[src/rtl/fl_alloc_arb_if.sv]
// Bundle between the free-list arbiter, its requesters and the free list.
// master drives requests and free-list status; slave is the arbiter.
interface fl_alloc_arb_if #(
  parameter int NR    = 4,
  parameter int EN    = 64,
  parameter int QUOTA = EN,
  parameter int CW    = $clog2(QUOTA + 1)
);
  logic              flush;
  logic [NR-1:0]     areq_vld;
  logic [NR-1:0]     areq_rdy;
  logic [EN-1:0]     a_entry;
  logic [NR-1:0]     rreq_vld;
  logic [NR-1:0]     rreq_rdy;
  logic [NR*EN-1:0]  rreq_entry;
  logic              fl_vld;
  logic              fl_rdy;
  logic [EN-1:0]     fl;
  logic              fl_ret_vld;
  logic              fl_ret_rdy;
  logic [EN-1:0]     fl_ret;
  logic              fl_flush;
  logic [NR*CW-1:0]  used;
  logic              err_unf;

  modport master (
    output flush, areq_vld, rreq_vld, rreq_entry, fl_vld, fl, fl_ret_rdy,
    input  areq_rdy, a_entry, rreq_rdy, fl_rdy, fl_ret_vld, fl_ret,
           fl_flush, used, err_unf
  );

  modport slave (
    input  flush, areq_vld, rreq_vld, rreq_entry, fl_vld, fl, fl_ret_rdy,
    output areq_rdy, a_entry, rreq_rdy, fl_rdy, fl_ret_vld, fl_ret,
           fl_flush, used, err_unf
  );
endinterface

[src/rtl/fl_alloc_arb.sv]
// Round-robin alloc/return arbiter sharing one free list among NR requesters with per-requester quota.
// Alloc grant is combinational (0 cycles); returns pass through a one-deep register (1 cycle).
// Returns stall (all rreq_rdy low) only while the buffer is full and fl_ret_rdy is low.
module fl_alloc_arb #(
  parameter int NR    = 4,
  parameter int EN    = 64,
  parameter int QUOTA = EN
) (
  input logic           clk,
  input logic           rst_n,
  fl_alloc_arb_if.slave bus
);

  localparam int CW = $clog2(QUOTA + 1);
  localparam int PW = $clog2(NR);
  localparam logic [CW-1:0] QUOTA_C = CW'(QUOTA);

  logic [CW-1:0] used_q [NR];
  logic [PW-1:0] aptr_q;
  logic [PW-1:0] rptr_q;
  logic          rb_vld_q;
  logic [EN-1:0] rb_q;
  logic          err_q;

  logic [NR-1:0] elig;
  logic [NR-1:0] unf;
  logic [NR-1:0] a_gnt;
  logic [NR-1:0] r_acc;
  logic          a_found;
  logic          r_found;
  logic [PW-1:0] a_win;
  logic [PW-1:0] r_win;
  logic          rb_open;
  logic [EN-1:0] r_slice;

  // Returns {found, index} of the first set bit at or after ptr, wrapping at NR.
  function automatic logic [PW:0] rr_pick(input logic [NR-1:0] req, input logic [PW-1:0] ptr);
    logic [PW:0]   res;
    logic [PW-1:0] sel;
    int            idx;
    res = '0;
    for (int k = NR - 1; k >= 0; k--) begin
      idx = int'(ptr) + k;
      if (idx >= NR) idx = idx - NR;
      sel = PW'(idx);
      if (req[sel]) res = {1'b1, sel};
    end
    return res;
  endfunction

  function automatic logic [PW-1:0] rr_next(input logic [PW-1:0] p);
    return (p == PW'(NR - 1)) ? '0 : p + PW'(1);
  endfunction

  always_comb begin
    for (int i = 0; i < NR; i++) begin
      elig[i] = bus.areq_vld[i] && (used_q[i] < QUOTA_C);
      unf[i]  = (used_q[i] == '0);
    end
  end

  // Return buffer can take a new entry if empty or draining this cycle.
  assign rb_open = !rb_vld_q || bus.fl_ret_rdy;

  always_comb begin
    {a_found, a_win} = rr_pick(elig, aptr_q);
    {r_found, r_win} = rr_pick(bus.rreq_vld, rptr_q);
    a_gnt = '0;
    r_acc = '0;
    if (a_found && bus.fl_vld) a_gnt[a_win] = 1'b1;
    if (r_found && rb_open)    r_acc[r_win] = 1'b1;
  end

  assign r_slice = bus.rreq_entry[EN*int'(r_win) +: EN];

  assign bus.areq_rdy   = a_gnt;
  assign bus.a_entry    = bus.fl;
  assign bus.fl_rdy     = |a_gnt;
  assign bus.rreq_rdy   = r_acc;
  assign bus.fl_ret_vld = rb_vld_q;
  assign bus.fl_ret     = rb_q;
  assign bus.fl_flush   = bus.flush;
  assign bus.err_unf    = err_q;

  for (genvar g = 0; g < NR; g++) begin : g_used
    assign bus.used[g*CW +: CW] = used_q[g];
  end

  always_ff @(posedge clk or negedge rst_n) begin
    if (!rst_n) begin
      aptr_q   <= '0;
      rptr_q   <= '0;
      rb_vld_q <= 1'b0;
      rb_q     <= '0;
      err_q    <= 1'b0;
    end else if (bus.flush) begin
      aptr_q   <= '0;
      rptr_q   <= '0;
      rb_vld_q <= 1'b0;
      rb_q     <= '0;
      err_q    <= 1'b0;
    end else begin
      if (|a_gnt) aptr_q <= rr_next(a_win);
      if (|r_acc) begin
        rb_q     <= r_slice;
        rb_vld_q <= 1'b1;
        rptr_q   <= rr_next(r_win);
      end else if (bus.fl_ret_rdy) begin
        rb_vld_q <= 1'b0;
      end
      if (|(r_acc & unf)) err_q <= 1'b1;
    end
  end

  // Underflowing returns saturate at zero; a same-cycle alloc+return nets out.
  always_ff @(posedge clk or negedge rst_n) begin
    if (!rst_n) begin
      for (int i = 0; i < NR; i++) used_q[i] <= '0;
    end else if (bus.flush) begin
      for (int i = 0; i < NR; i++) used_q[i] <= '0;
    end else begin
      for (int i = 0; i < NR; i++) begin
        case ({a_gnt[i], r_acc[i]})
          2'b10:   used_q[i] <= used_q[i] + CW'(1);
          2'b01:   if (!unf[i]) used_q[i] <= used_q[i] - CW'(1);
          default: used_q[i] <= used_q[i];
        endcase
      end
    end
  end

endmodule

[src/flat_wrapper.sv]
// flat-port wrapper written by rule: the top's interface ports become plain ports
module fl_alloc_arb_flat 
#(
  parameter int NR    = 4,
  parameter int EN    = 64,
  parameter int QUOTA = EN
)
  (clk, rst_n, bus_flush, bus_areq_vld, bus_rreq_vld, bus_rreq_entry, bus_fl_vld, bus_fl, bus_fl_ret_rdy, bus_areq_rdy, bus_a_entry, bus_rreq_rdy, bus_fl_rdy, bus_fl_ret_vld, bus_fl_ret, bus_fl_flush, bus_used, bus_err_unf);
  fl_alloc_arb_if #(.NR(NR), .EN(EN), .QUOTA(QUOTA)) bus_i ();
  input logic clk;
  input logic rst_n;
  input wire logic [$bits(bus_i.flush)-1:0] bus_flush;
  input wire logic [$bits(bus_i.areq_vld)-1:0] bus_areq_vld;
  input wire logic [$bits(bus_i.rreq_vld)-1:0] bus_rreq_vld;
  input wire logic [$bits(bus_i.rreq_entry)-1:0] bus_rreq_entry;
  input wire logic [$bits(bus_i.fl_vld)-1:0] bus_fl_vld;
  input wire logic [$bits(bus_i.fl)-1:0] bus_fl;
  input wire logic [$bits(bus_i.fl_ret_rdy)-1:0] bus_fl_ret_rdy;
  output wire logic [$bits(bus_i.areq_rdy)-1:0] bus_areq_rdy;
  output wire logic [$bits(bus_i.a_entry)-1:0] bus_a_entry;
  output wire logic [$bits(bus_i.rreq_rdy)-1:0] bus_rreq_rdy;
  output wire logic [$bits(bus_i.fl_rdy)-1:0] bus_fl_rdy;
  output wire logic [$bits(bus_i.fl_ret_vld)-1:0] bus_fl_ret_vld;
  output wire logic [$bits(bus_i.fl_ret)-1:0] bus_fl_ret;
  output wire logic [$bits(bus_i.fl_flush)-1:0] bus_fl_flush;
  output wire logic [$bits(bus_i.used)-1:0] bus_used;
  output wire logic [$bits(bus_i.err_unf)-1:0] bus_err_unf;
  assign bus_i.flush = bus_flush;
  assign bus_i.areq_vld = bus_areq_vld;
  assign bus_i.rreq_vld = bus_rreq_vld;
  assign bus_i.rreq_entry = bus_rreq_entry;
  assign bus_i.fl_vld = bus_fl_vld;
  assign bus_i.fl = bus_fl;
  assign bus_i.fl_ret_rdy = bus_fl_ret_rdy;
  assign bus_areq_rdy = bus_i.areq_rdy;
  assign bus_a_entry = bus_i.a_entry;
  assign bus_rreq_rdy = bus_i.rreq_rdy;
  assign bus_fl_rdy = bus_i.fl_rdy;
  assign bus_fl_ret_vld = bus_i.fl_ret_vld;
  assign bus_fl_ret = bus_i.fl_ret;
  assign bus_fl_flush = bus_i.fl_flush;
  assign bus_used = bus_i.used;
  assign bus_err_unf = bus_i.err_unf;
  fl_alloc_arb #(.NR(NR), .EN(EN), .QUOTA(QUOTA)) u_core (.clk(clk), .rst_n(rst_n), .bus(bus_i));
endmodule
[config.mk]
export PLATFORM = sky130hd
export DESIGN_NAME = fl_alloc_arb_flat
export DESIGN_NICKNAME = d
export VERILOG_FILES = /design/src/rtl/fl_alloc_arb_if.sv /design/src/rtl/fl_alloc_arb.sv /design/src/flat_wrapper.sv
export SDC_FILE = /design/constraint.sdc
export NUM_CORES = 1
export LEC_CHECK = 0
export ABC_AREA = 1
export BUFFER_PORTS_ARGS = -buffer_cell sky130_fd_sc_hd__buf_2
export CAP_MARGIN = 20
export CORE_AREA = 10 10 189 191
export CTS_CLUSTER_SIZE = 16
export DETAILED_ROUTE_END_ITERATION = 10
export DIE_AREA = 0 0 199 201
export HOLD_SLACK_MARGIN = 0.12
export PLACE_DENSITY = 0.57
export SLEW_MARGIN = 20
export SYNTH_ARGS = -nofsm -noshare
export SYNTH_HDL_FRONTEND = slang
export SYNTH_SLANG_ARGS = --single-unit
export TNS_END_PERCENT = 20
[constraint.sdc]
create_clock -name clk -period 8.5 [get_ports clk]
set_input_delay 0.425 -clock clk [delete_from_list [all_inputs] [get_ports clk]]
set_output_delay 0.425 -clock clk [all_outputs]
set_load 0.01 [all_outputs]
==> impl_results.html, run 1 <==
<table>
<tr><th>Metric</th><th>Value</th></tr>
<tr><th colspan="2">Drt</th></tr>
<tr><td>Via-to-Cell Ratio</td><td>4.74</td></tr>
<tr><td>Number of antenna-violating nets in the routed design</td><td>0</td></tr>
<tr><td>Via Count</td><td>9221</td></tr>
<tr><td>DRC violation count after routing</td><td>0</td></tr>
<tr><td>Aggregate routed wire length</td><td>33.9 mm</td></tr>
<tr><td>Number of iterations in the first detailed-routing pass</td><td>5</td></tr>
<tr><td>Routed length per instance</td><td>17.4 microns</td></tr>
<tr><td>DRC marker count from the first detailed-route iteration</td><td>498</td></tr>
<tr><th colspan="2">Logic synthesis</th></tr>
<tr><td>Warnings, synthesis</td><td>0</td></tr>
<tr><td>Cell Area, Synth</td><td>8210 sq um</td></tr>
<tr><td>Synthesized net count</td><td>1618</td></tr>
<tr><td>Syn avg cell area</td><td>6.45 sq um</td></tr>
<tr><td>Multiplexer share of the synthesized area</td><td>0%</td></tr>
<tr><td>Sequential cell area fraction in the yosys report</td><td>29.9%</td></tr>
<tr><td>Simple logic cell fraction of the synthesized area</td><td>48.2%</td></tr>
<tr><td>Synth cell types</td><td>46</td></tr>
<tr><td>Post-Synthesis Cells</td><td>1272</td></tr>
<tr><td>Share of the synthesized area in compound gates (AO/OA/AOI/OAI)</td><td>3.93%</td></tr>
<tr><td>Total of flip-flops plus latches after synthesis</td><td>98</td></tr>
<tr><td>Fraction of the mapped netlist area in adder cells</td><td>1.98%</td></tr>
<tr><td>Commonest register cell after synthesis</td><td>dfrtp_1</td></tr>
<tr><td>Xor/xnor share of the synthesized area</td><td>1.46%</td></tr>
<tr><td>Ys async rst share</td><td>100%</td></tr>
<tr><td>Number of enable-type register cells in the synthesized netlist</td><td>0</td></tr>
<tr><td>Combinational family with the most area after synthesis</td><td>simple AND/OR/NAND/NOR gates</td></tr>
<tr><th colspan="2">Die</th></tr>
<tr><td>Initial Utilization</td><td>25.6%</td></tr>
<tr><td>Std-Cell Rows</td><td>66</td></tr>
<tr><td>Number of top-level pins</td><td>501</td></tr>
<tr><td>Total core area</td><td>32000 sq um</td></tr>
<tr><td>Die outline area</td><td>40000 sq um</td></tr>
<tr><td>Die Span Y</td><td>201 microns</td></tr>
<tr><td>Die width</td><td>199 microns</td></tr>
<tr><th colspan="2">Finish</th></tr>
<tr><td>Core Util, Final</td><td>31.6%</td></tr>
<tr><td>Share of cells above drive strength 1</td><td>29.7%</td></tr>
<tr><td>Final design area excluding fillers</td><td>10100 sq um</td></tr>
<tr><td>Final-layout fill cell count</td><td>3543</td></tr>
<tr><td>Number of nets in the finished design</td><td>1878</td></tr>
<tr><td>Synthesis-to-layout area growth</td><td>23.4%</td></tr>
<tr><td>Post-Layout Cell Count</td><td>1947</td></tr>
<tr><th colspan="2">Timing</th></tr>
<tr><td>Aggregate negative setup slack</td><td>0 ps</td></tr>
<tr><td>Minimum hold slack</td><td>388 ps</td></tr>
<tr><td>Highest achievable clock rate</td><td>212 MHz</td></tr>
<tr><td>Rel. slew slack</td><td>30.8%</td></tr>
<tr><td>Clock period minus worst slack</td><td>4710 ps</td></tr>
<tr><td>Actual slew at the worst max-slew pin</td><td>1040 ps</td></tr>
<tr><td>Unrepaired setup endpoints after global routing</td><td>no</td></tr>
<tr><td>Final setup fails</td><td>0</td></tr>
<tr><td>Final number of hold-violating endpoints</td><td>0</td></tr>
<tr><td>Worst Skew</td><td>13.0 ps</td></tr>
<tr><td>Setup slack after layout</td><td>3790 ps</td></tr>
<tr><td>Slew Viols, Final</td><td>0</td></tr>
<tr><td>Final cycle utilization of the critical path</td><td>55.5%</td></tr>
<tr><th colspan="2">Worst setup path</th></tr>
<tr><td>Setup CP Type</td><td>reg -&gt; reg</td></tr>
<tr><td>Critical Path Sink Type</td><td>register</td></tr>
<tr><td>Critical Path Fanout Max</td><td>66</td></tr>
<tr><td>Critical path startpoint category</td><td>register</td></tr>
<tr><td>Register-to-register setup slack</td><td>3790 ps</td></tr>
<tr><td>WP data arrival</td><td>4960 ps</td></tr>
<tr><td>Required time at the endpoint of the critical path</td><td>8740 ps</td></tr>
<tr><th colspan="2">Worst hold path</th></tr>
<tr><td>Path class of the lowest-slack min-delay path</td><td>in -&gt; reg</td></tr>
<tr><th colspan="2">Power</th></tr>
<tr><td>Worst VDD drop</td><td>0.235 mV</td></tr>
<tr><td>Power density cells</td><td>410 nW/um^2</td></tr>
<tr><td>Power, Total</td><td>4.15 mW</td></tr>
<tr><td>Leak pwr</td><td>5.83 nW</td></tr>
<tr><th colspan="2">Job</th></tr>
<tr><td>Number of maximum-capacitance constraint violations</td><td>0</td></tr>
<tr><th colspan="2">Place</th></tr>
<tr><td>Worst Setup Slack post-DPL</td><td>3770 ps</td></tr>
<tr><td>Global placement routability congestion</td><td>0.903</td></tr>
<tr><td>Placed cell areas</td><td>9810 sq um</td></tr>
<tr><td>Number of port buffers</td><td>372</td></tr>
<tr><td>Dpl cells</td><td>1928</td></tr>
<tr><td>Post-DP HPWL</td><td>26.8 mm</td></tr>
<tr><th colspan="2">Global route</th></tr>
<tr><td>Tot GR Track Use</td><td>16.4%</td></tr>
<tr><td>Pin count of the biggest net entering global routing</td><td>106</td></tr>
<tr><td>Number of global-route vias before repair</td><td>9522</td></tr>
<tr><td>Remaining Overflow, GRT</td><td>0</td></tr>
<tr><td>Initial antenna violation count</td><td>2</td></tr>
<tr><td>Global-route wire length before repair</td><td>52.4 mm</td></tr>
<tr><th colspan="2">Run status</th></tr>
<tr><td>Status</td><td>finished clean</td></tr>
<tr><th colspan="2">Clock tree</th></tr>
<tr><td>Clock transition at the registers of the reported paths</td><td>80 ps</td></tr>
<tr><td>CTS H-Tree Depth</td><td>3</td></tr>
<tr><td>Gates resized, CTS repair</td><td>0</td></tr>
<tr><td>Clock tree buffer depth</td><td>2</td></tr>
<tr><td>TritonCTS Buffers</td><td>9</td></tr>
<tr><td>Clock latency of the later-clocked register in the worst-skew pair</td><td>360 ps</td></tr>
<tr><td>Root buffer selected by CTS</td><td>clkbuf_16</td></tr>
<tr><td>Sink Count</td><td>98</td></tr>
<tr><td>Number of buffers added for setup after CTS</td><td>0</td></tr>
<tr><td>Clock tree from TritonCTS</td><td>yes</td></tr>
</table>
## cells in the mapped netlist, types with 6 or more instances
cell | number | share of area [%]
buf_4 | 69 | 6.3
nand2_2 | 14 | 1.1
clkbuf_1 | 17 | 0.78
buf_6 | 8 | 1.1
dfrtp_1 | 98 | 30
buf_2 | 34 | 2.1
nand3_1 | 320 | 20
inv_2 | 15 | 0.69
o21ai_0 | 10 | 0.61
a21oi_1 | 6 | 0.37
nand4_1 | 9 | 0.69
inv_1 | 70 | 3.2
nor2_1 | 30 | 1.4
xor2_1 | 9 | 0.96
nor2_4 | 6 | 0.82
ha_1 | 13 | 2.0
nand2_1 | 470 | 21
o21ai_1 | 18 | 1.1
## area by class of cell
class	count	area [sq um]	share of cell area [%]
Antenna cell	2	5.00	0.0494
Clock buffer	10	229	2.26
Clock inverter	6	73.8	0.729
Inverter	89	343	3.38
Multi-Input combinational cell	953	4580	45.2
Sequential cell	98	2450	24.2
Tap cell	408	510	5.04
Timing Repair Buffer	381	1930	19.1
## where the power goes
part | leakage [nW] | internal [mW] | switching (mW)
clock | 0.142 | 0.233 | 0.210
sequential | 1.30 | 0.633 | 0.144
combinational | 4.39 | 0.901 | 2.03
## critical path, cell delays in order, from the launching register on
cell,delay [ps]
dfrtp_1,540
o21ai_1,140
and2_1,200
inv_1,70
nand2_1,40
inv_1,120
nand2_1,120
o21ai_4,660
inv_4,410
ha_1,330
inv_1,130
nor2_8,70
nor2_1,100
nand2_1,80
inv_2,50
buf_4,590
nor2_4,310
buf_4,360
nand3_1,120
nand2_1,50
## cells in the final DEF (no fill, tap or decap), drive strengths merged, types with 2 or more instances in the layout
cell	n
nand3	323
inv	91
nor2	43
o21a	2
and2	2
nor3	4
nand2	489
clkbuf	10
diode	2
buf	380
xor2	10
o41ai	4
ha	13
dfrtp	98
nor4	2
o21bai	4
a21oi	7
xnor2	2
clkinvlp	2
o22ai	4
nand4	9
o31ai	2
o21ai	28
## logic make-up (layout without fill, tap and decap cells)
family,count (synthesis),in the layout
AO/OA/AOI/OAI,53,53
buffers and inverters,221,486
other,0,2
XOR/XNOR,12,12
flip-flops,98,98
adder cells (fa/ha/maj),13,13
AND/OR/NAND/NOR,875,875
## timing repair
| item | CTS | global route |
|---|---|---|
| hold buffers | 1 | 0 |
| endpoints found under the hold margin | 44 | 0 |
| setup endpoints to repair | 0 | 0 |
## state kept, by name, indices dropped and copies added, names as in the netlist
signal and count:
u_core.rptr_q 2, u_core.bus.err_unf 1, u_core.bus.fl_ret_vld 1, u_core.bus.fl_ret 64, u_core.aptr_q 2, u_core.bus.used 28
## per-layer routing
layer	routed length [microns]	track usage (%)
met5	0	0
met2	16100	27.0
met3	2880	5.53
met4	830	5.31
met1	14100	19.6
## path summary, 6_finish.rpt
kind | startpoint | end | cells past startpoint
worst max-delay path | u_core.rptr_q[0]$_DFFE_PN0P_ | u_core.bus.fl_ret[62]$_DFFE_PN0P_ | 19
worst min-delay path | bus_rreq_entry[156] | u_core.bus.fl_ret[28]$_DFFE_PN0P_ | 5
worst max register to register | u_core.rptr_q[0]$_DFFE_PN0P_ | u_core.bus.fl_ret[62]$_DFFE_PN0P_ | 19
worst min register to register | u_core.bus.fl_ret[60]$_DFFE_PN0P_ | u_core.bus.fl_ret[60]$_DFFE_PN0P_ | 2
max in group asynchronous | rst_n | u_core.bus.fl_ret[54]$_DFFE_PN0P_ | 3
min in group asynchronous | rst_n | u_core.rptr_q[1]$_DFFE_PN0P_ | 2
Power figures use the tool's default switching activity.
==> run 2: changes to the inputs <==
--- a/config.mk
+++ b/config.mk
@@ -13,7 +13,7 @@
 export DETAILED_ROUTE_END_ITERATION = 10
 export DIE_AREA = 0 0 199 201
 export HOLD_SLACK_MARGIN = 0.12
-export PLACE_DENSITY = 0.57
+export PLACE_DENSITY = 0.58
 export SLEW_MARGIN = 20
 export SYNTH_ARGS = -nofsm -noshare
 export SYNTH_HDL_FRONTEND = slang
==> constraint.sdc (replaced) <==
create_clock -name clk -period 3.9 [get_ports clk]
set_input_delay 0.195 -clock clk [delete_from_list [all_inputs] [get_ports clk]]
set_output_delay 0.195 -clock clk [all_outputs]
set_load 0.01 [all_outputs]
==> impl_results.html, run 2 (synthesized netlist as in run 1, its figures left out) <==
<table>
<tr><th>Metric</th><th>Value</th></tr>
<tr><th colspan="2">Worst setup path</th></tr>
<tr><td>Critical Path Fanout Max</td><td>10 (-85%)</td></tr>
<tr><td>Family with the most delay on the worst path</td><td>simple AND/OR/NAND/NOR gates</td></tr>
<tr><td>Worst path cell trace</td><td>nand2_1 &gt; o21ai_1 &gt; and2_1 &gt; inv_1 &gt; nand2_1 &gt; inv_1 &gt; nand2_1 &gt; nand2_1 &gt; o21ai_4 &gt; ha_1 &gt; inv_1 &gt; nor2_8 &gt; nand2_4 &gt; inv_1 &gt; ha_1 &gt; nand4_1 &gt; nand2_1 &gt; inv_1 &gt; nand2_1 &gt; inv_1 &gt; nand3_1 &gt; nand3_1 &gt; nand2_1</td></tr>
<tr><td>Worst Setup SP</td><td>u_core.rptr_q[0]$_DFFE_PN0P_</td></tr>
<tr><td>WP data arrival</td><td>3310 ps (-1650 ps)</td></tr>
<tr><td>Number of logic stages on the critical path including buffering</td><td>23 (+4)</td></tr>
<tr><td>Critical path startpoint category</td><td>register</td></tr>
<tr><td>CP Buf/Inv Count</td><td>6 (-1)</td></tr>
<tr><td>Delay contributed by the slowest stage of the critical path</td><td>530 ps (-130 ps)</td></tr>
<tr><td>Critical Path Sink Type</td><td>register</td></tr>
<tr><td>Master of the slowest instance on the critical path</td><td>dfrtp_1</td></tr>
<tr><td>Cell seen most often among critical-path stages</td><td>nand2_1</td></tr>
<tr><td>Capture point of the worst reg-to-reg path</td><td>u_core.bus.used[27]$_DFFE_PN0P_</td></tr>
<tr><td>Setup CP Type</td><td>reg -&gt; reg</td></tr>
<tr><td>Launching point of the worst reg2reg path</td><td>u_core.rptr_q[0]$_DFFE_PN0P_</td></tr>
<tr><td>Register-to-register setup slack</td><td>830 ps (-2960 ps)</td></tr>
<tr><td>Worst setup path endpoint</td><td>u_core.bus.used[27]$_DFFE_PN0P_</td></tr>
<tr><td>R2R cell count</td><td>23 (+4)</td></tr>
<tr><td>Required time at the endpoint of the critical path</td><td>4140 ps (-4600 ps)</td></tr>
<tr><th colspan="2">Clock tree</th></tr>
<tr><td>Sink Count</td><td>98 (unchanged)</td></tr>
<tr><td>Number of buffers added for setup after CTS</td><td>0 (unchanged)</td></tr>
<tr><td>Clock latency of the later-clocked register in the worst-skew pair</td><td>350 ps (about the same)</td></tr>
<tr><td>CTS H-Tree Depth</td><td>3 (unchanged)</td></tr>
<tr><td>Clock tree from TritonCTS</td><td>yes</td></tr>
<tr><td>Clock tree buffer depth</td><td>2 (unchanged)</td></tr>
<tr><td>TritonCTS Buffers</td><td>9 (unchanged)</td></tr>
<tr><td>Gates resized, CTS repair</td><td>0 (unchanged)</td></tr>
<tr><td>Root buffer selected by CTS</td><td>clkbuf_16</td></tr>
<tr><td>Clock transition at the registers of the reported paths</td><td>80 ps (about the same)</td></tr>
<tr><th colspan="2">Drt</th></tr>
<tr><td>DRC marker count from the first detailed-route iteration</td><td>610 (+22%)</td></tr>
<tr><td>Number of antenna-violating nets in the routed design</td><td>0 (unchanged)</td></tr>
<tr><td>Aggregate routed wire length</td><td>34.0 mm (+0.18%)</td></tr>
<tr><td>Routed length per instance</td><td>17.4 microns (-0.13%)</td></tr>
<tr><td>Via-to-Cell Ratio</td><td>4.74 (+0.14%)</td></tr>
<tr><td>DRC violation count after routing</td><td>0 (unchanged)</td></tr>
<tr><td>Number of iterations in the first detailed-routing pass</td><td>7 (+2)</td></tr>
<tr><td>Via Count</td><td>9262 (+0.44%)</td></tr>
<tr><th colspan="2">Finish</th></tr>
<tr><td>Synthesis-to-layout area growth</td><td>23.8%</td></tr>
<tr><td>Number of nets in the finished design</td><td>1884 (+0.32%)</td></tr>
<tr><td>Most frequent cells in the layout</td><td>nand2_1 (470), buf_2 (371), nand3_1 (320), dfrtp_1 (98), inv_1 (68)</td></tr>
<tr><td>Core Util, Final</td><td>31.7% (+0.11 points)</td></tr>
<tr><td>Largest register FFs</td><td>64 (unchanged)</td></tr>
<tr><td>Final design area excluding fillers</td><td>10200 sq um (+0.36%)</td></tr>
<tr><td>Multi-input gate area in the final layout</td><td>4580 sq um (unchanged)</td></tr>
<tr><td>Most common cell after layout, fill and taps aside</td><td>nand2_1</td></tr>
<tr><td>Post-Layout Cell Count</td><td>1953 (+0.31%)</td></tr>
<tr><td>Area taken by flip-flops and latches</td><td>2450 sq um (unchanged)</td></tr>
<tr><td>Final-layout fill cell count</td><td>3584 (+1.2%)</td></tr>
<tr><td>Share of cells above drive strength 1</td><td>30.0% (+0.27 points)</td></tr>
<tr><th colspan="2">Timing</th></tr>
<tr><td>Rel. slew slack</td><td>35.9% (+5.1 points)</td></tr>
<tr><td>Worst Skew</td><td>10.4 ps (-2.61 ps)</td></tr>
<tr><td>Minimum hold slack</td><td>170 ps (-219 ps)</td></tr>
<tr><td>Unrepaired setup endpoints after global routing</td><td>no</td></tr>
<tr><td>Highest achievable clock rate</td><td>326 MHz (+54%)</td></tr>
<tr><td>Actual slew at the worst max-slew pin</td><td>960 ps (-77.2 ps)</td></tr>
<tr><td>Setup slack after layout</td><td>831 ps (-2960 ps)</td></tr>
<tr><td>Clock period minus worst slack</td><td>3070 ps (-1640 ps)</td></tr>
<tr><td>Final setup fails</td><td>0 (unchanged)</td></tr>
<tr><td>Final number of hold-violating endpoints</td><td>0 (unchanged)</td></tr>
<tr><td>Slew Viols, Final</td><td>0 (unchanged)</td></tr>
<tr><td>Final cycle utilization of the critical path</td><td>78.7% (+23 points)</td></tr>
<tr><td>Aggregate negative setup slack</td><td>0 ps (unchanged)</td></tr>
<tr><th colspan="2">Die</th></tr>
<tr><td>Initial Utilization</td><td>25.6% (unchanged)</td></tr>
<tr><td>Std-Cell Rows</td><td>66 (unchanged)</td></tr>
<tr><td>Die Span Y</td><td>201 microns (unchanged)</td></tr>
<tr><td>Total core area</td><td>32000 sq um (unchanged)</td></tr>
<tr><td>Number of top-level pins</td><td>501 (unchanged)</td></tr>
<tr><td>Die width</td><td>199 microns (unchanged)</td></tr>
<tr><td>Die outline area</td><td>40000 sq um (unchanged)</td></tr>
<tr><th colspan="2">Power</th></tr>
<tr><td>Power density cells</td><td>888 nW/um^2 (+120%)</td></tr>
<tr><td>Power, Total</td><td>9.03 mW (+120%)</td></tr>
<tr><td>Worst VDD drop</td><td>0.811 mV (+250%)</td></tr>
<tr><td>Leak pwr</td><td>5.86 nW (+0.52%)</td></tr>
<tr><th colspan="2">Global route</th></tr>
<tr><td>Global-route wire length before repair</td><td>51.9 mm (-0.92%)</td></tr>
<tr><td>Tot GR Track Use</td><td>16.3% (-0.13 points)</td></tr>
<tr><td>Initial antenna violation count</td><td>2 (unchanged)</td></tr>
<tr><td>Remaining Overflow, GRT</td><td>0 (unchanged)</td></tr>
<tr><td>Pin count of the biggest net entering global routing</td><td>71 (-33%)</td></tr>
<tr><td>Number of global-route vias before repair</td><td>9134 (-4.1%)</td></tr>
<tr><th colspan="2">Place</th></tr>
<tr><td>Global placement routability congestion</td><td>0.908 (+0.54%)</td></tr>
<tr><td>Worst Setup Slack post-DPL</td><td>868 ps (-2900 ps)</td></tr>
<tr><td>Dpl cells</td><td>1934 (+0.31%)</td></tr>
<tr><td>Placed cell areas</td><td>9860 sq um (+0.46%)</td></tr>
<tr><td>Post-DP HPWL</td><td>26.7 mm (-0.30%)</td></tr>
<tr><td>Number of port buffers</td><td>372 (unchanged)</td></tr>
<tr><th colspan="2">Worst hold path</th></tr>
<tr><td>Hold path depth</td><td>5 (unchanged)</td></tr>
<tr><td>Path class of the lowest-slack min-delay path</td><td>in -&gt; reg</td></tr>
<tr><td>Hold Path Origin</td><td>bus_rreq_entry[140]</td></tr>
<tr><th colspan="2">Run status</th></tr>
<tr><td>Status</td><td>finished clean</td></tr>
<tr><th colspan="2">Job</th></tr>
<tr><td>Number of maximum-capacitance constraint violations</td><td>0 (unchanged)</td></tr>
</table>
-- run 2: cell types whose count changed in the layout (fill, tap and decap cells not counted) --
| cell | previous run | this run |
|---|---|---|
| inv_8 | 1 | 0 |
| clkinvlp_4 | 2 | 1 |
| inv_6 | 2 | 1 |
| buf_4 | 9 | 15 |
| clkinv_4 | 0 | 1 |
| clkinv_2 | 1 | 3 |
-- run 2: cell type report --
cell class	instances	area share, %
multi-input combinational	953	45.1
clock buffer	10	2.25
timing repair buffer	387	19.5
clock inverter	6	0.640
antenna	2	0.0492
tap	408	5.02
inverter	89	3.37
sequential	98	24.1
-- run 2: layer usage --
metal / wire length [microns] / global-route usage (%) / part of all wire (%)
met1: 14300 / 20.4 / 42
met2: 15800 / 25.9 / 47
met3: 3330 / 6.07 / 9.8
met4: 514 / 3.71 / 1.5
met5: 0 / 0 / 0
-- run 2: worst min path at each step --
| stage | end | slack, ps |
|---|---|---|
| CTS | u_core.bus.fl_ret[63]$_DFFE_PN0P_ | 150 |
| global placement | u_core.bus.used[18]$_DFFE_PN0P_ | 340 |
| floorplan | u_core.aptr_q[0]$_DFFE_PN0P_ | -100 |
| finish | u_core.bus.fl_ret[12]$_DFFE_PN0P_ | 170 |
| global route | u_core.bus.fl_ret[60]$_DFFE_PN0P_ | 170 |
| detailed placement | u_core.bus.used[18]$_DFFE_PN0P_ | 340 |
-- run 2: repair_timing --
action,in CTS,in global routing
endpoints found under the hold margin,56,0
hold buffers,1,0
setup endpoints to repair,0,0
-- run 2: power by group --
part	internal, mW	switching (mW)	total, mW
registers	1.38	0.306	1.69
logic	2.01	4.40	6.41
clock network	0.501	0.438	0.939
-- run 2: worst register-to-register path: cells and delay by family, from the launching register on --
family	cells	cell delay (ps)
DFF	1	530
and+or+nand+nor	13	1280
adders and majority gates	2	460
buffers and inverters	6	450
AOI/OAI and AO/OA	2	220
